`config.mk`:
```
export PLATFORM = sky130hd
export DESIGN_NAME = icetap_capture_ctrl
export DESIGN_NICKNAME = d
export VERILOG_FILES = /design/src/rtl/icetap_capture_ctrl.sv
export SDC_FILE = /design/constraint.sdc
export NUM_CORES = 1
export LEC_CHECK = 0
export BUFFER_PORTS_ARGS = -buffer_cell sky130_fd_sc_hd__buf_2
export CORE_MARGIN = 5
export CORE_UTILIZATION = 52
export DETAILED_ROUTE_END_ITERATION = 8
export GPL_TIMING_DRIVEN = 0
export HOLD_SLACK_MARGIN = 0.08
export PLACE_DENSITY_LB_ADDON = 0.1
export REMOVE_ABC_BUFFERS = 1
export SLEW_MARGIN = 20
export SYNTH_ARGS = -nofsm -noshare
export SYNTH_HDL_FRONTEND = slang
export SYNTH_SLANG_ARGS = --single-unit
```
`constraint.sdc`:
```
create_clock -name scan_clk -period 2.08 [get_ports scan_clk]
set_input_delay 0 -clock scan_clk [delete_from_list [all_inputs] [get_ports scan_clk]]
set_output_delay 0 -clock scan_clk [all_outputs]
set_load 0.01 [all_outputs]
```
`src/rtl/icetap_capture_ctrl.sv`:
```
// icetap capture sequencer: command/status shift chains, arm/trigger/post-trigger
// FSM, sample RAM write addressing and per-transaction readout addressing.
module icetap_capture_ctrl #(
  parameter  int ADDR_BITS = 8,
  localparam int CMD_W     = ADDR_BITS + 2,
  localparam int STATUS_W  = ADDR_BITS + 4
) (
  input  logic                 scan_clk,
  input  logic                 scan_reset,
  input  logic                 cmd_shift_ena,
  input  logic                 cmd_shift_data,
  input  logic                 cmd_shift_update,
  input  logic                 status_shift_update,
  input  logic                 status_shift_ena,
  output logic                 status_shift_data,
  input  logic                 data_shift_update,
  input  logic                 sample_ena,
  input  logic                 store,
  input  logic                 trigger,
  output logic                 mem_wr,
  output logic [ADDR_BITS-1:0] mem_waddr,
  output logic                 mem_rd,
  output logic [ADDR_BITS-1:0] mem_raddr,
  output logic [1:0]           state
);

  typedef enum logic [1:0] {
    S_IDLE  = 2'd0,
    S_ARMED = 2'd1,
    S_POST  = 2'd2,
    S_DONE  = 2'd3
  } state_t;

  state_t               state_q, state_n;
  logic [CMD_W-1:0]     cmd_sr;
  logic [STATUS_W-1:0]  status_sr;
  logic [ADDR_BITS-1:0] post_cnt_r;
  logic [ADDR_BITS-1:0] post_left;
  logic [ADDR_BITS-1:0] wr_ptr;
  logic [ADDR_BITS-1:0] rd_ptr;
  logic [ADDR_BITS-1:0] trig_addr;
  logic                 wrapped;
  logic                 triggered;

  // command decode; abort overrides arm when both bits are set
  logic                 abort_cmd, arm_cmd;
  logic [ADDR_BITS-1:0] cmd_post;

  assign cmd_post  = cmd_sr[ADDR_BITS-1:0];
  assign abort_cmd = cmd_shift_update && cmd_sr[ADDR_BITS+1];
  assign arm_cmd   = cmd_shift_update && cmd_sr[ADDR_BITS] && !abort_cmd;

  logic                 wr_en, trig_hit, post_dec, arm_go;
  logic [ADDR_BITS-1:0] wr_ptr_n;
  logic                 wrapped_n;

  always_comb begin
    state_n  = state_q;
    wr_en    = 1'b0;
    trig_hit = 1'b0;
    post_dec = 1'b0;
    arm_go   = 1'b0;
    case (state_q)
      S_IDLE: begin
        if (arm_cmd) begin
          state_n = S_ARMED;
          arm_go  = 1'b1;
        end
      end
      S_ARMED: begin
        // the trigger sample is always kept, regardless of the store mask
        if (sample_ena && trigger) begin
          wr_en    = 1'b1;
          trig_hit = 1'b1;
          state_n  = (post_left == '0) ? S_DONE : S_POST;
        end else if (sample_ena && store) begin
          wr_en = 1'b1;
        end
      end
      S_POST: begin
        if (sample_ena && store) begin
          wr_en    = 1'b1;
          post_dec = 1'b1;
          if (post_left == ADDR_BITS'(1)) state_n = S_DONE;
        end
      end
      S_DONE: begin
        if (arm_cmd) begin
          state_n = S_ARMED;
          arm_go  = 1'b1;
        end
      end
      default: state_n = S_IDLE;
    endcase
    // abort freezes pointers and flags, so the sample in that cycle is dropped
    if (abort_cmd || scan_reset) begin
      state_n  = S_IDLE;
      wr_en    = 1'b0;
      trig_hit = 1'b0;
      post_dec = 1'b0;
      arm_go   = 1'b0;
    end
  end

  assign wr_ptr_n  = wr_ptr + 1'b1;
  assign wrapped_n = wrapped || (wr_ptr == '1);

  always_ff @(posedge scan_clk) begin
    if (scan_reset) begin
      state_q    <= S_IDLE;
      cmd_sr     <= '0;
      status_sr  <= '0;
      post_cnt_r <= '0;
      post_left  <= '0;
      wr_ptr     <= '0;
      rd_ptr     <= '0;
      trig_addr  <= '0;
      wrapped    <= 1'b0;
      triggered  <= 1'b0;
      mem_rd     <= 1'b0;
    end else begin
      state_q <= state_n;

      if (cmd_shift_ena)    cmd_sr     <= {cmd_sr[CMD_W-2:0], cmd_shift_data};
      if (cmd_shift_update) post_cnt_r <= cmd_post;

      if (arm_go) begin
        // post_cnt is latched in this same cycle, so take it straight from the chain
        wr_ptr    <= '0;
        wrapped   <= 1'b0;
        triggered <= 1'b0;
        post_left <= cmd_post;
      end else if (wr_en) begin
        wr_ptr  <= wr_ptr_n;
        wrapped <= wrapped_n;
        if (trig_hit) begin
          trig_addr <= wr_ptr;
          triggered <= 1'b1;
        end
        if (post_dec) post_left <= post_left - 1'b1;
      end

      mem_rd <= data_shift_update && (state_q == S_DONE);
      if (mem_rd) rd_ptr <= rd_ptr + 1'b1;
      // entering DONE always coincides with a write; point at the oldest sample
      if (state_n == S_DONE && state_q != S_DONE)
        rd_ptr <= wrapped_n ? wr_ptr_n : '0;

      if (status_shift_update)
        status_sr <= {state_q, triggered, wrapped, trig_addr};
      else if (status_shift_ena)
        status_sr <= {status_sr[STATUS_W-2:0], 1'b0};
    end
  end

  assign mem_wr            = wr_en;
  assign mem_waddr         = wr_ptr;
  assign mem_raddr         = rd_ptr;
  assign state             = state_q;
  assign status_shift_data = status_sr[STATUS_W-1];

endmodule

```
==> results of run 1 <==
[layout make-up]
cell class,count,area [µm²]
clock buffers,11,151
clock inverters,3,15.0
fillers,492,2100
inverters,8,30.0
multi-input cells,241,1640
flip-flops and latches,59,1190
well taps,72,90.1
repair buffers,39,220
[Yosys cell counts, drive strengths merged]
| cell | instances | area (µm²) |
|---|---|---|
| o211ai | 2 | 15.0 |
| nand2 | 15 | 58.8 |
| nor3b | 1 | 7.51 |
| mux2 | 4 | 45.0 |
| o311ai | 1 | 8.76 |
| a32oi | 1 | 8.76 |
| a21o | 2 | 15.0 |
| a211o | 3 | 26.3 |
| inv | 8 | 30.0 |
| a221oi | 1 | 8.76 |
| dfxtp | 59 | 1180 |
| a211oi | 10 | 80.1 |
| o31ai | 2 | 15.0 |
| nor3 | 3 | 15.0 |
| a311oi | 1 | 8.76 |
| o21a | 1 | 7.51 |
| nand2b | 1 | 6.26 |
| a2bb2oi | 2 | 17.5 |
| nand4b | 1 | 15.0 |
| nand3 | 7 | 40.0 |
| nand4 | 9 | 56.3 |
| buf | 3 | 21.3 |
| and2 | 3 | 18.8 |
| nor2 | 65 | 244 |
| a21bo | 1 | 10.0 |
| and3 | 3 | 18.8 |
| or3 | 6 | 37.5 |
| nor2b | 5 | 31.3 |
| mux2i | 27 | 270 |
| xor2 | 11 | 96.3 |
| nand3b | 1 | 7.51 |
| nor4 | 1 | 21.3 |
| a21oi | 20 | 100 |
| o21ai | 10 | 50.1 |
| xnor2 | 5 | 43.8 |
| and3b | 1 | 8.76 |
| a31oi | 2 | 12.5 |
| clkbuf | 13 | 48.8 |
| and4 | 3 | 26.3 |
| o32a | 1 | 11.3 |
| ha | 9 | 113 |
[critical path: stages, from the launching register on]
cell	delay (ns)
dfxtp_4	0.38
inv_1	0.10
ha_4	0.19
and3_1	0.20
and4_1	0.19
o32a_4	0.36
nand2_4	0.14
mux2_2	0.34
[flip-flops by register name, indices dropped and copies added, names as in the netlist]
register   count
status_sr     12
cmd_sr        10
mem_raddr      8
mem_waddr      8
post_left      8
trig_addr      8
state          2
mem_rd         1
triggered      1
wrapped        1
[cell families (layout without fill, tap and decap cells)]
| family | count (synthesis) | count (layout) | synth area share (%) |
|---|---|---|---|
| and+or+nand+nor | 125 | 125 | 21.5 |
| AOI/OAI and AO/OA | 60 | 60 | 13.8 |
| DFF | 59 | 59 | 41.3 |
| muxes | 31 | 31 | 11.0 |
| buffers and inverters | 24 | 61 | 3.50 |
| xor gates and xnor gates | 16 | 16 | 4.90 |
| adders and majority gates | 9 | 9 | 3.94 |
[how the worst min path moves through the flow]
| stage | from | endpoint | slack (ns) | depth (start not counted) |
|---|---|---|---|---|
| after floorplan | scan_reset | post_left[3]$_SDFFE_PP0P_ | 0.07 | 1 |
| after global placement | data_shift_update | mem_rd$_SDFF_PP0_ | 0.24 | 2 |
| after detailed placement | data_shift_update | mem_rd$_SDFF_PP0_ | 0.25 | 2 |
| after CTS | cmd_shift_ena | cmd_sr[2]$_SDFFE_PP0P_ | 0.11 | 3 |
| after global routing | cmd_shift_ena | cmd_sr[4]$_SDFFE_PP0P_ | 0.12 | 3 |
| final | cmd_shift_ena | cmd_sr[2]$_SDFFE_PP0P_ | 0.12 | 3 |
[power by group]
| group | switching (mW) | internal [mW] | leakage [nW] |
|---|---|---|---|
| Clock | 0.426 | 0.477 | 0.0908 |
| Combinational | 0.139 | 0.103 | 0.809 |
| Sequential | 0.0178 | 1.14 | 0.477 |
| Total | 0.583 | 1.72 | 1.38 |
[through the flow]
step           worst slack [ns]  instance area (µm²)  util (%)
5_1_grt                 0.00790                 3340      61.4
4_1_cts                  0.0146                 3280      60.3
2_1_floorplan           -0.0565                 2790         -
3_3_place_gp             -0.293                 3030      55.8
3_5_place_dp             -0.289                 3030      55.8
6_report                 0.0704                 3340      61.4
[repair_timing]
item | 4_1_cts | 5_1_grt
pin swaps | 2 | 2
hold buffers | 2 | 0
endpoints found under the hold margin | 2 | 0
gates cloned | 0 | 0
setup endpoints to repair | 31 | 15
buffers inserted | 3 | 3
gates resized for setup | 8 | 9
[layer usage]
metal | vias to the layer above | part of all wire, %
met5 | - | 0
met4 | 0 | 2.1
met3 | 11 | 3.0
met2 | 30 | 47
met1 | 1105 | 47
li1 | 1205 | -
==> results by group, run 1 <==
STA
  – Period minus WS final: 2.01 ns
  – Worst clock skew: 0.00708 ns
  – Final Hold Viols: 0
  – Achievable Freq: 0.498 GHz
  – RSZ-0062 raised after global routing: false
  – Relative slew slack: 36.2%
  – Final setup fails: 0
  – Fin crit share: 96.6%
  – Setup Total Neg Slack: 0 ns
  – Worst slew pin tran: 0.957 ns
  – Worst hold slack: 0.117 ns
  – Max Slew Vio Count: 0

Logic synthesis
  – Synth cell types: 45
  – Syn Area/Cell: 8.82 µm²
  – Warnings, synthesis: 0
  – Cell area after synthesis: 2860 µm²
  – Synthesized instance count: 324
  – Seq/Total Area, Yosys: 41.3%
  – Synth Register Bits: 59

Routing
  – DRC viols: 0
  – Vias: 2351
  – Iter 0 DRT Violations: 108
  – Via/cell ratio: 5.43
  – WL/cell: 14.2 µm
  – DRT Wirelength: 6.15 mm
  – Final ANT Viol Nets: 0
  – First drt pass iteration count: 4

Placed design
  – Placed cell count: 411
  – Dpl hpwl: 4.14 mm
  – GP Congestion: 0.815
  – Number of port buffers: 31

Clock network
  – Sink Count: 59
  – Clk slew on worst S/H paths: 0.07 ns
  – Clk root buf: clkbuf_8
  – Worst-skew pair later-pin latency: 0.33 ns
  – Inserted Clock Buffers: 9
  – H-tree depth: 3
  – CTS tree: done
  – Clk buf depth: 2

Min path
  – HP Class: in2reg

Worst setup path
  – Crit-path max FO: 8
  – Critical Path RT: 2.30 ns
  – Setup crit start kind: flip-flop
  – RR Startpoint: state[0]$_SDFF_PP0_
  – Worst R2R Path Depth: 7
  – CP Launch Point: state[0]$_SDFF_PP0_
  – Crit. End Element: flip-flop
  – R2R Setup Slk: 0.07 ns
  – Crit path to: mem_raddr[1]$_SDFFE_PP0P_
  – CP Data Arrival Time: 2.23 ns
  – WS Path Type: reg2reg
  – R2R Path End: mem_raddr[1]$_SDFFE_PP0P_

Finish
  – # diodes: 0
  – Commonest non-fill, non-tap cell in the layout: nor2_1
  – Layout cells sized above 1: 19.7%
  – Nets: 378
  – Fin cells: 433
  – Area growth, synth to finish: 16.8%
  – Commonest non-fill, non-tap cells in the layout: nor2_1 (65), dfxtp_1 (57), buf_2 (31), mux2i_1 (27), a21oi_1 (20)

Floorplanning
  – Full die area: 7080 µm²
  – I/O pins: 32
  – Core Region: 5440 µm²
  – Die width: 84.1 µm
  – Initial Utilization: 52.5%
  – Chip Height: 84.1 µm
  – Std-Cell Rows: 27

Power
  – Power density over cell area: 692 nW/µm²
  – VDD IR-drop max: 0.631 mV
  – Pwr Total: 2.31 mW
  – LEAKAGE: 1.38 nW

GRT
  – Gr usage total: 18.2%
  – Gr busiest metal: met2
  – Largest net degree at the start of global routing: 52
  – Met1 global-route usage: 23.2%
  – Vias in the first global route: 2274
  – Grt met2 use: 29.8%
  – GRT met3 Usage: 4.12%
  – Initial antenna violation count: 0
  – Grt total ovfl: 0
  – First-pass GRT wire length: 10.5 mm

Outcome
  – Status: finished clean

Run
  – Max Cap Viol: 0
(Power assumes the default switching activity.)
==> run 2, diff against run 1 <==
--- a/config.mk
+++ b/config.mk
@@ -10,7 +10,7 @@
 export CORE_UTILIZATION = 52
 export DETAILED_ROUTE_END_ITERATION = 8
 export GPL_TIMING_DRIVEN = 0
-export HOLD_SLACK_MARGIN = 0.08
+export HOLD_SLACK_MARGIN = 0.12
 export PLACE_DENSITY_LB_ADDON = 0.1
 export REMOVE_ABC_BUFFERS = 1
 export SLEW_MARGIN = 20
==> constraint.sdc (replaced) <==
create_clock -name scan_clk -period 2.08 [get_ports scan_clk]
set_input_delay 0.104 -clock scan_clk [delete_from_list [all_inputs] [get_ports scan_clk]]
set_output_delay 0.104 -clock scan_clk [all_outputs]
set_load 0.01 [all_outputs]
==> run 2 against run 1 <==
Effect of this change:
- sequential power hardly changed
- critical path type is now reg2out
- combinational power is essentially flat
- critical endpoint is now mem_wr
- highest routed layer unchanged
- global-route usage grew 0.082 points
==> results by group, run 2 (same netlist as run 1, synthesis figures left out) <==
GRT
  – First-pass GRT wire length: 10.6 mm (+0.46%)
  – Vias in the first global route: 2277 (+0.13%)
  – Grt total ovfl: 0 (unchanged)
  – Gr usage total: 18.3% (+0.082 points)
  – Largest net degree at the start of global routing: 52 (unchanged)
  – Initial antenna violation count: 0 (unchanged)

Clock network
  – Clk slew on worst S/H paths: 0.07 ns (about the same)
  – CTS tree: done
  – Sink Count: 59 (unchanged)
  – Inserted Clock Buffers: 9 (unchanged)
  – H-tree depth: 3 (unchanged)
  – Worst-skew pair later-pin latency: 0.33 ns (about the same)
  – Clk root buf: clkbuf_8
  – Clk buf depth: 2 (unchanged)

Worst setup path
  – WS Path Type: reg2out
  – Crit. End Element: primary output
  – Worst path depth: 6 (-1)
  – Setup crit start kind: flip-flop
  – R2R Path End: mem_raddr[1]$_SDFFE_PP0P_
  – Crit-path max FO: 6 (-2)
  – Worst R2R Path Depth: 7 (unchanged)
  – Critical Path RT: 1.98 ns (-0.32 ns)
  – CP max stage delay: 0.38 ns (about the same)
  – Crit path max-delay cell type: dfxtp_4
  – Crit-path most repeated cell: inv_1
  – RR Startpoint: state[0]$_SDFF_PP0_
  – R2R Setup Slk: 0.08 ns (about the same)
  – Worst path bufs/invs: 3 (+2)
  – Crit-path cells: inv_1 > ha_4 > a211oi_4 > o211ai_1 > inv_1 > buf_2
  – Crit path max-delay family: buffers and inverters
  – CP Data Arrival Time: 1.89 ns (-0.34 ns)

Finish
  – Largest Register: status_sr
  – Fin cells: 433 (unchanged)
  – # diodes: 0 (unchanged)
  – Commonest non-fill, non-tap cell in the layout: nor2_1
  – Layout cells sized above 1: 19.4% (-0.28 points)
  – Number of flip-flops in the largest register: 12 (unchanged)
  – Nets: 378 (unchanged)
  – Final Cell Area: 3330 µm² (-0.19%)
  – Commonest non-fill, non-tap cells in the layout: nor2_1 (65), dfxtp_1 (57), buf_2 (31), mux2i_1 (27), a21oi_1 (20)
  – Regs by FF count: status_sr: 12 flops, cmd_sr: 10 flops
  – Area growth, synth to finish: 16.5%

Power
  – Power density over cell area: 693 nW/µm² (+0.19%)
  – VDD IR-drop max: 0.637 mV (+0.95%)
  – LEAKAGE: 1.38 nW (about the same)

STA
  – Max Slew Vio Count: 0 (unchanged)
  – Worst clock skew: 0.00826 ns (+0.00119 ns)
  – Worst slew pin tran: 0.958 ns (+0.00181 ns)
  – Period minus WS final: 2.00 ns (-0.0122 ns)
  – Achievable Freq: 0.501 GHz (+0.61%)
  – Final setup fails: 0 (unchanged)
  – Final Hold Viols: 0 (unchanged)
  – Relative slew slack: 36.1% (-0.12 points)
  – Fin crit share: 96.0% (-0.59 points)
  – RSZ-0062 raised after global routing: false

Placed design
  – Dpl hpwl: 4.14 mm (unchanged)
  – Placed cell count: 411 (unchanged)
  – Number of port buffers: 31 (unchanged)
  – GP Congestion: 0.815 (unchanged)
  – Placed Area: 3030 µm² (unchanged)

Floorplanning
  – Std-Cell Rows: 27 (unchanged)
  – Full die area: 7080 µm² (unchanged)
  – Chip Height: 84.1 µm (unchanged)
  – Die width: 84.1 µm (unchanged)
  – I/O pins: 32 (unchanged)
  – Initial Utilization: 52.5% (unchanged)
  – Core Region: 5440 µm² (unchanged)

Routing
  – Iter 0 DRT Violations: 76 (-30%)
  – DRT Wirelength: 6.12 mm (-0.55%)
  – DRC viols: 0 (unchanged)
  – WL/cell: 14.1 µm (-0.55%)
  – Final ANT Viol Nets: 0 (unchanged)
  – First drt pass iteration count: 5 (+1)
  – Via/cell ratio: 5.46 (+0.51%)
  – Vias: 2363 (+0.51%)

Min path
  – WHS Path Cells: 3 (unchanged)
  – Hold Path Origin: cmd_shift_ena
  – HP Class: in2reg
  – Worst Hold End: cmd_sr[2]$_SDFFE_PP0P_

Outcome
  – Status: finished clean

Run
  – Max Cap Viol: 0 (unchanged)
==> run 2: through the flow <==
stage	hold WS [ns]	power (mW)	TNS [ns]	worst slack [ns]	util, %
4_1_cts	0.212	2.30	0	0.0249	60.3
6_report	0.223	2.31	0	0.0827	61.2
3_3_place_gp	0.342	1.37	-4.90	-0.293	55.8
5_1_grt	0.228	2.41	0	0.00239	61.2
3_5_place_dp	0.354	1.37	-4.59	-0.289	55.8
2_1_floorplan	0.173	1.29	-0.226	-0.0565	-
==> run 2: worst register-to-register path, cell delays in order (launching register included) <==
cell and delay, ns:
dfxtp_4 0.38, inv_1 0.10, ha_4 0.19, and3_1 0.20
and4_1 0.19, o32a_4 0.35, nand2_4 0.14, mux2_2 0.34
==> run 2: layout make-up <==
class                   instances  area (µm²)
fillers                       496        2110
multi-input cells             241        1640
flip-flops and latches         59        1190
repair buffers                 39         220
clock buffers                  11         151
well taps                      72        90.1
inverters                       8        30.0
clock inverters                 3        15.0
==> run 2: worst max path at each step <==
stage,from,to,slack (ns)
after detailed placement,state[0]$_SDFF_PP0_,mem_raddr[0]$_SDFFE_PP0P_,-0.29
after global placement,state[0]$_SDFF_PP0_,mem_raddr[1]$_SDFFE_PP0P_,-0.29
after floorplan,state[0]$_SDFF_PP0_,mem_raddr[0]$_SDFFE_PP0P_,-0.06
after global routing,state[0]$_SDFF_PP0_,post_left[5]$_SDFFE_PP0P_,0.002
after CTS,state[0]$_SDFF_PP0_,mem_raddr[0]$_SDFFE_PP0P_,0.02
final,state[0]$_SDFF_PP0_,mem_wr,0.08
==> run 2: where the power goes <==
part	switching (mW)	internal, mW
Combinational	0.137	0.102
Clock	0.429	0.477
Sequential	0.0173	1.14
==> run 2: per-layer routing <==
| layer | share of wire, % | vias up | track usage [%] |
|---|---|---|---|
| met5 | 0 | - | 0 |
| li1 | - | 1207 | - |
| met4 | 2.2 | 0 | 7.46 |
| met1 | 46 | 1101 | 23.4 |
| met2 | 48 | 44 | 29.6 |
| met3 | 3.8 | 11 | 4.22 |
==> run 2: what timing repair did <==
action | 4_1_cts | 5_1_grt
setup endpoints to repair | 31 | 13
hold endpoints to repair | 2 | 0
hold buffers | 2 | 0
buffers inserted | 3 | 3
gates resized for setup | 8 | 7
pin swaps | 2 | 2
